### config.mk
export PLATFORM = sky130hd
export DESIGN_NAME = mii_rx_framer
export DESIGN_NICKNAME = d
export VERILOG_FILES = /design/src/rtl/mii_rx_framer.sv
export SDC_FILE = /design/constraint.sdc
export NUM_CORES = 1
export LEC_CHECK = 0
export BUFFER_PORTS_ARGS = -buffer_cell sky130_fd_sc_hd__buf_2
export CAP_MARGIN = 20
export CORE_ASPECT_RATIO = 1.25
export CORE_MARGIN = 5
export CORE_UTILIZATION = 37
export CTS_BUF_LIST = sky130_fd_sc_hd__clkbuf_4
export CTS_CLUSTER_SIZE = 8
export DETAILED_ROUTE_END_ITERATION = 8
export PLACE_DENSITY = 0.59
export SYNTH_ARGS = -nofsm -noshare
export SYNTH_HDL_FRONTEND = slang
export SYNTH_SLANG_ARGS = --single-unit
### constraint.sdc
create_clock -name RX_CLK -period 2.1 [get_ports RX_CLK]
set_input_delay 0.21 -clock RX_CLK [delete_from_list [all_inputs] [get_ports RX_CLK]]
set_output_delay 0.21 -clock RX_CLK [all_outputs]
set_load 0.03 [all_outputs]
### src/rtl/mii_rx_framer.sv
// MII receive framer: strips preamble/SFD, assembles nibbles into bytes,
// checks CRC-32 and frame length, and reports per-frame status and counts.
module mii_rx_framer #(
  parameter int MIN_LEN = 64,
  parameter int MAX_LEN = 1518
) (
  input  logic        RX_CLK,
  input  logic        RESETN,
  input  logic [3:0]  RXD,
  input  logic        RXDV,
  input  logic        RXER,
  output logic [7:0]  DATA,
  output logic        VALID,
  output logic        SOF,
  output logic        DONE,
  output logic        CRC_OK,
  output logic        ERR,
  output logic [10:0] LEN,
  output logic [15:0] GOOD_CNT,
  output logic [15:0] BAD_CNT
);

  typedef enum logic [1:0] {IDLE, PREAMBLE, BODY, DROP} state_t;

  localparam logic [10:0] MIN_L = 11'(MIN_LEN);
  localparam logic [10:0] MAX_L = 11'(MAX_LEN);
  // The shift register runs LSB-first, so the good-frame residue 0xC704DD7B
  // appears here in bit-reversed form.
  localparam logic [31:0] RESIDUE_REFL = 32'hDEBB20E3;

  state_t      state, state_nxt;
  logic [3:0]  nib_lo_p0;
  logic        phase_p0;
  logic        first_p0;
  logic        err_p0;
  logic [31:0] crc_p0;
  logic [10:0] cnt_p0;

  logic        body_start, nib_take, byte_done, frame_end, crc_good, frame_err;
  logic [7:0]  byte_now;

  function automatic logic [31:0] crc_next(input logic [31:0] c, input logic [7:0] b);
    logic [31:0] r;
    r = c;
    for (int i = 0; i < 8; i++) begin
      if (r[0] ^ b[i]) r = (r >> 1) ^ 32'hEDB88320;
      else             r = r >> 1;
    end
    return r;
  endfunction

  function automatic logic [10:0] sat_inc11(input logic [10:0] v);
    return (v == 11'h7FF) ? v : v + 11'd1;
  endfunction

  function automatic logic [15:0] sat_inc16(input logic [15:0] v);
    return (v == 16'hFFFF) ? v : v + 16'd1;
  endfunction

  // State register
  always_ff @(posedge RX_CLK or negedge RESETN) begin
    if (!RESETN) state <= IDLE;
    else         state <= state_nxt;
  end

  // Next-state logic
  always_comb begin
    state_nxt = state;
    case (state)
      IDLE:     if (RXDV) state_nxt = (RXD == 4'h5) ? PREAMBLE : DROP;
      PREAMBLE: begin
        if (!RXDV)              state_nxt = IDLE;
        else if (RXER)          state_nxt = DROP;
        else if (RXD == 4'hD)   state_nxt = BODY;
        else if (RXD != 4'h5)   state_nxt = DROP;
      end
      BODY:     if (!RXDV) state_nxt = IDLE;
      DROP:     if (!RXDV) state_nxt = IDLE;
      default:  state_nxt = IDLE;
    endcase
  end

  // Control strobes and end-of-frame status derived from state and inputs
  always_comb begin
    body_start = (state == PREAMBLE) && RXDV && !RXER && (RXD == 4'hD);
    nib_take   = (state == BODY) && RXDV;
    byte_done  = nib_take && phase_p0;
    frame_end  = (state == BODY) && !RXDV;
    byte_now   = {RXD, nib_lo_p0};
    crc_good   = (crc_p0 == RESIDUE_REFL);
    frame_err  = err_p0 || phase_p0 || (cnt_p0 < MIN_L) || (cnt_p0 > MAX_L) || !crc_good;
  end

  // Byte assembly, CRC, length counting and frame status registers
  always_ff @(posedge RX_CLK or negedge RESETN) begin
    if (!RESETN) begin
      nib_lo_p0 <= '0;
      phase_p0  <= 1'b0;
      first_p0  <= 1'b0;
      err_p0    <= 1'b0;
      crc_p0    <= 32'hFFFFFFFF;
      cnt_p0    <= '0;
      DATA      <= '0;
      VALID     <= 1'b0;
      SOF       <= 1'b0;
      DONE      <= 1'b0;
      CRC_OK    <= 1'b0;
      ERR       <= 1'b0;
      LEN       <= '0;
      GOOD_CNT  <= '0;
      BAD_CNT   <= '0;
    end else begin
      VALID <= 1'b0;
      SOF   <= 1'b0;
      DONE  <= 1'b0;
      if (body_start) begin
        crc_p0   <= 32'hFFFFFFFF;
        cnt_p0   <= '0;
        phase_p0 <= 1'b0;
        err_p0   <= 1'b0;
        first_p0 <= 1'b1;
      end
      if (nib_take) begin
        if (RXER) err_p0 <= 1'b1;
        if (!phase_p0) begin
          nib_lo_p0 <= RXD;
          phase_p0  <= 1'b1;
        end else begin
          phase_p0 <= 1'b0;
          DATA     <= byte_now;
          VALID    <= 1'b1;
          SOF      <= first_p0;
          first_p0 <= 1'b0;
          crc_p0   <= crc_next(crc_p0, byte_now);
          cnt_p0   <= sat_inc11(cnt_p0);
        end
      end
      if (frame_end) begin
        DONE   <= 1'b1;
        LEN    <= cnt_p0;
        CRC_OK <= crc_good;
        ERR    <= frame_err;
        if (frame_err) BAD_CNT  <= sat_inc16(BAD_CNT);
        else           GOOD_CNT <= sat_inc16(GOOD_CNT);
      end
    end
  end

endmodule

==> impl_metrics.yaml <==
timing:
  clock_skew_ns: 0.0222
  min_period_ns: 2.20
  holdWs_ns: 0.241
  max_freq_mhz: 454
  slew_headroom_pct: 59.8
  setup_tns_ns: -0.920
  period_share_pct: 105
  setup_viol: 15
  rsz0062_at_grt: "yes"
  fin_ws_ns: -0.102
  worst_pin_slew_ns: 0.602
  hold_violations: 0
  maxSlewViolCount: 0
placed_design:
  port_buffers: 63
  pre_cts_ws_ns: -0.157
  place_area_um2: 6290
  globalplace.congestion: 0.848
  hpwlAfterDp_mm: 9.12
cts:
  cts_tree: "done"
  clock_latency_ns: 0.45
  htreeDepth: 3
  clock-sinks: 108
  numCtsBuffers: 9
  root_buffer: "clkbuf_4"
  clock_path_buffers: 2
  path_clk_slew_ns: 0.16
synth:
  syn-num-nets: 506
  syn_inst: 495
  synth_area_per_cell_um2: 11.0
  async_reset_ff_share_pct: 100
  synth-main-ff-cell: "dfrtp_1"
  ys_ff_latch: 108
  syn-cell-area_um2: 5430
  synth-edff-count: 0
  yosysSeqAreaShare_pct: 50.5
  ys_types: 54
  yosysWarnings: 0
global_routing:
  antenna_found_initial: 0
  grt_max_degree: 71
  grt_overflow_total: 0
  grt_pass1_wl_mm: 21.1
  grt_usage_pct: 14.7
  grt_pass1_vias: 4094
worst_setup_path:
  worstReg2RegStart: "crc_p0[13]"
  r2r_cells: 7
  required_ns: 2.48
  critPathMaxFanout: 10
  startpoint_type: "flop"
  r2r-end: "GOOD_CNT[6]"
  r2r_setup_slack_ns: -0.10
  cp-endpoint: "GOOD_CNT[6]"
  critPathCaptureType: "flop"
  cp-startpoint: "crc_p0[13]"
  critPathArrivalTime_ns: 2.58
  path_class: "reg2reg"
floorplanning:
  rows: 49
  die_h_um: 145
  dieArea_um2: 17200
  initial_core_util_pct: 37.7
  coreArea_um2: 14400
  pin_count: 64
  die_x_um: 118
route:
  wl_per_cell_um: 16.1
  wl_mm: 12.7
  avgViaCountPerCell: 5.16
  dr_total_vias: 4053
  drt_iter0_drc: 287
  drc: 0
  dr.pass1.iters: 4
  ant_nets: 0
finish:
  antenna_cells: 0
  drive_above_1_share_pct: 36.0
  area_growth_pct: 24.6
  design_area_um2: 6760
  nets: 614
power_and_ir_drop:
  p_leak_nw: 3.20
  power_density_nw_per_um2: 1490
  ir_drop_mv: 0.858
run_status:
  violations: "setup timing"
  status: "finished with violations"
run:
  maxCapViolations: 0
worst_hold_path:
  hold_path_class: "in2async"
==> cells by family (layout without fill, tap and decap cells) <==
logic type | after synthesis | after routing | synth area share [%]
flip-flops | 108 | 108 | 50.5
adder cells (fa/ha/maj) | 3 | 3 | 0.691
XOR/XNOR | 99 | 99 | 16.6
multiplexers | 20 | 20 | 4.10
buffers and inverters | 26 | 139 | 2.03
AND/OR/NAND/NOR | 178 | 178 | 18.4
AO/OA/AOI/OAI | 61 | 61 | 7.63
==> per-layer routing <==
layer	track usage, %	routed length (µm)	vias to the layer above
met4	5.05	169	0
met3	2.45	468	12
met1	18.6	5430	2003
met5	0	0	-
li1	-	-	1963
met2	25.5	6620	75
==> cells in the mapped netlist (all sizes together), types with 3 or more instances <==
library cell | count | share of area [%]
a21oi | 6 | 0.55
a22oi | 29 | 4.0
a31oi | 3 | 0.35
and2 | 4 | 0.46
and3 | 13 | 1.5
and4 | 3 | 0.48
buf | 7 | 0.71
clkbuf | 14 | 0.97
dfrtp | 76 | 35
dfstp | 32 | 15
ha | 3 | 0.69
inv | 5 | 0.35
mux2 | 18 | 3.7
nand2 | 45 | 3.1
nand3 | 21 | 1.9
nand4 | 17 | 2.1
nand4b | 3 | 0.48
nor2 | 42 | 2.9
nor3 | 7 | 0.92
nor4 | 12 | 2.6
o21ai | 14 | 1.3
xnor2 | 63 | 11
xor2 | 35 | 5.6
==> registers in the layout, summed over array words and instances (netlist names) <==
register   count
state          2
ERR            1
GOOD_CNT      16
LEN           11
DONE           1
phase_p0       1
nib_lo_p0      4
CRC_OK         1
VALID          1
first_p0       1
cnt_p0        11
SOF            1
crc_p0        32
BAD_CNT       16
err_p0         1
DATA           8
==> worst max-delay path: stages, from the launching register on <==
cell and delay (ns):
dfstp_2 0.56, or4b_4 0.46, nor4_4 0.33, nand4_2 0.14, buf_6 0.19, buf_6 0.14
nor4_4 0.15, xor2_1 0.16
==> cell usage in the layout (no fill, tap or decap), types with 13 or more instances in the layout <==
cell | synthesis | layout
nand3_1 | 21 | 14
o21ai_0 | 13 | 13
buf_4 | 1 | 40
nand2_1 | 45 | 45
xor2_1 | 35 | 35
nor2_1 | 42 | 41
dfrtp_1 | 76 | 74
a22oi_1 | 29 | 29
dfstp_2 | 32 | 32
xnor2_1 | 60 | 54
buf_2 | 1 | 62
nand4_1 | 16 | 16
mux2_2 | 18 | 15
and3_1 | 13 | 13
==> worst min-delay path by stage <==
| stage | to | slack, ns | startpoint | cells past startpoint |
|---|---|---|---|---|
| final | GOOD_CNT[10] | 0.24 | RESETN | 2 |
| after global routing | GOOD_CNT[10] | 0.25 | RESETN | 2 |
| after CTS | GOOD_CNT[9] | 0.21 | RESETN | 2 |
| after detailed placement | GOOD_CNT[9] | 0.20 | RESETN | 1 |
| after global placement | GOOD_CNT[14] | 0.20 | RESETN | 1 |
| after floorplan | BAD_CNT[0] | -0.09 | RESETN | 0 |
==> cell type report <==
cell class | instances | area [µm²]
inverters | 5 | 18.8
fillers | 1354 | 7640
repair buffers | 118 | 812
flip-flops and latches | 108 | 2750
well taps | 178 | 223
multi-input cells | 361 | 2810
clock inverters | 7 | 90.1
clock buffers | 9 | 67.6
==> where the power goes <==
group          switching (W)  internal, W  total [W]
logic                0.00294      0.00270    0.00564
clock network       0.000685     0.000481    0.00117
registers           0.000450      0.00282    0.00327
total                0.00407      0.00601     0.0101
==> through the flow <==
step	instances	utilization, %	total power (W)
6_report	786	46.9	0.0101
5_1_grt	786	46.9	0.0107
4_1_cts	787	46.0	0.0101
3_5_place_dp	761	43.7	0.00890
3_3_place_gp	761	43.7	0.00881
2_1_floorplan	495	-	0.00728
==> timing repair <==
action / in CTS / in global routing
cloned: 1 / 0
resized for setup: 19 / 23
hold buffers: 7 / 0
setup buffers: 2 / 0
endpoints found under the setup margin: 30 / 42
endpoints found under the hold margin: 40 / 0
pin swaps: 3 / 5
(Power assumes the default switching activity.)
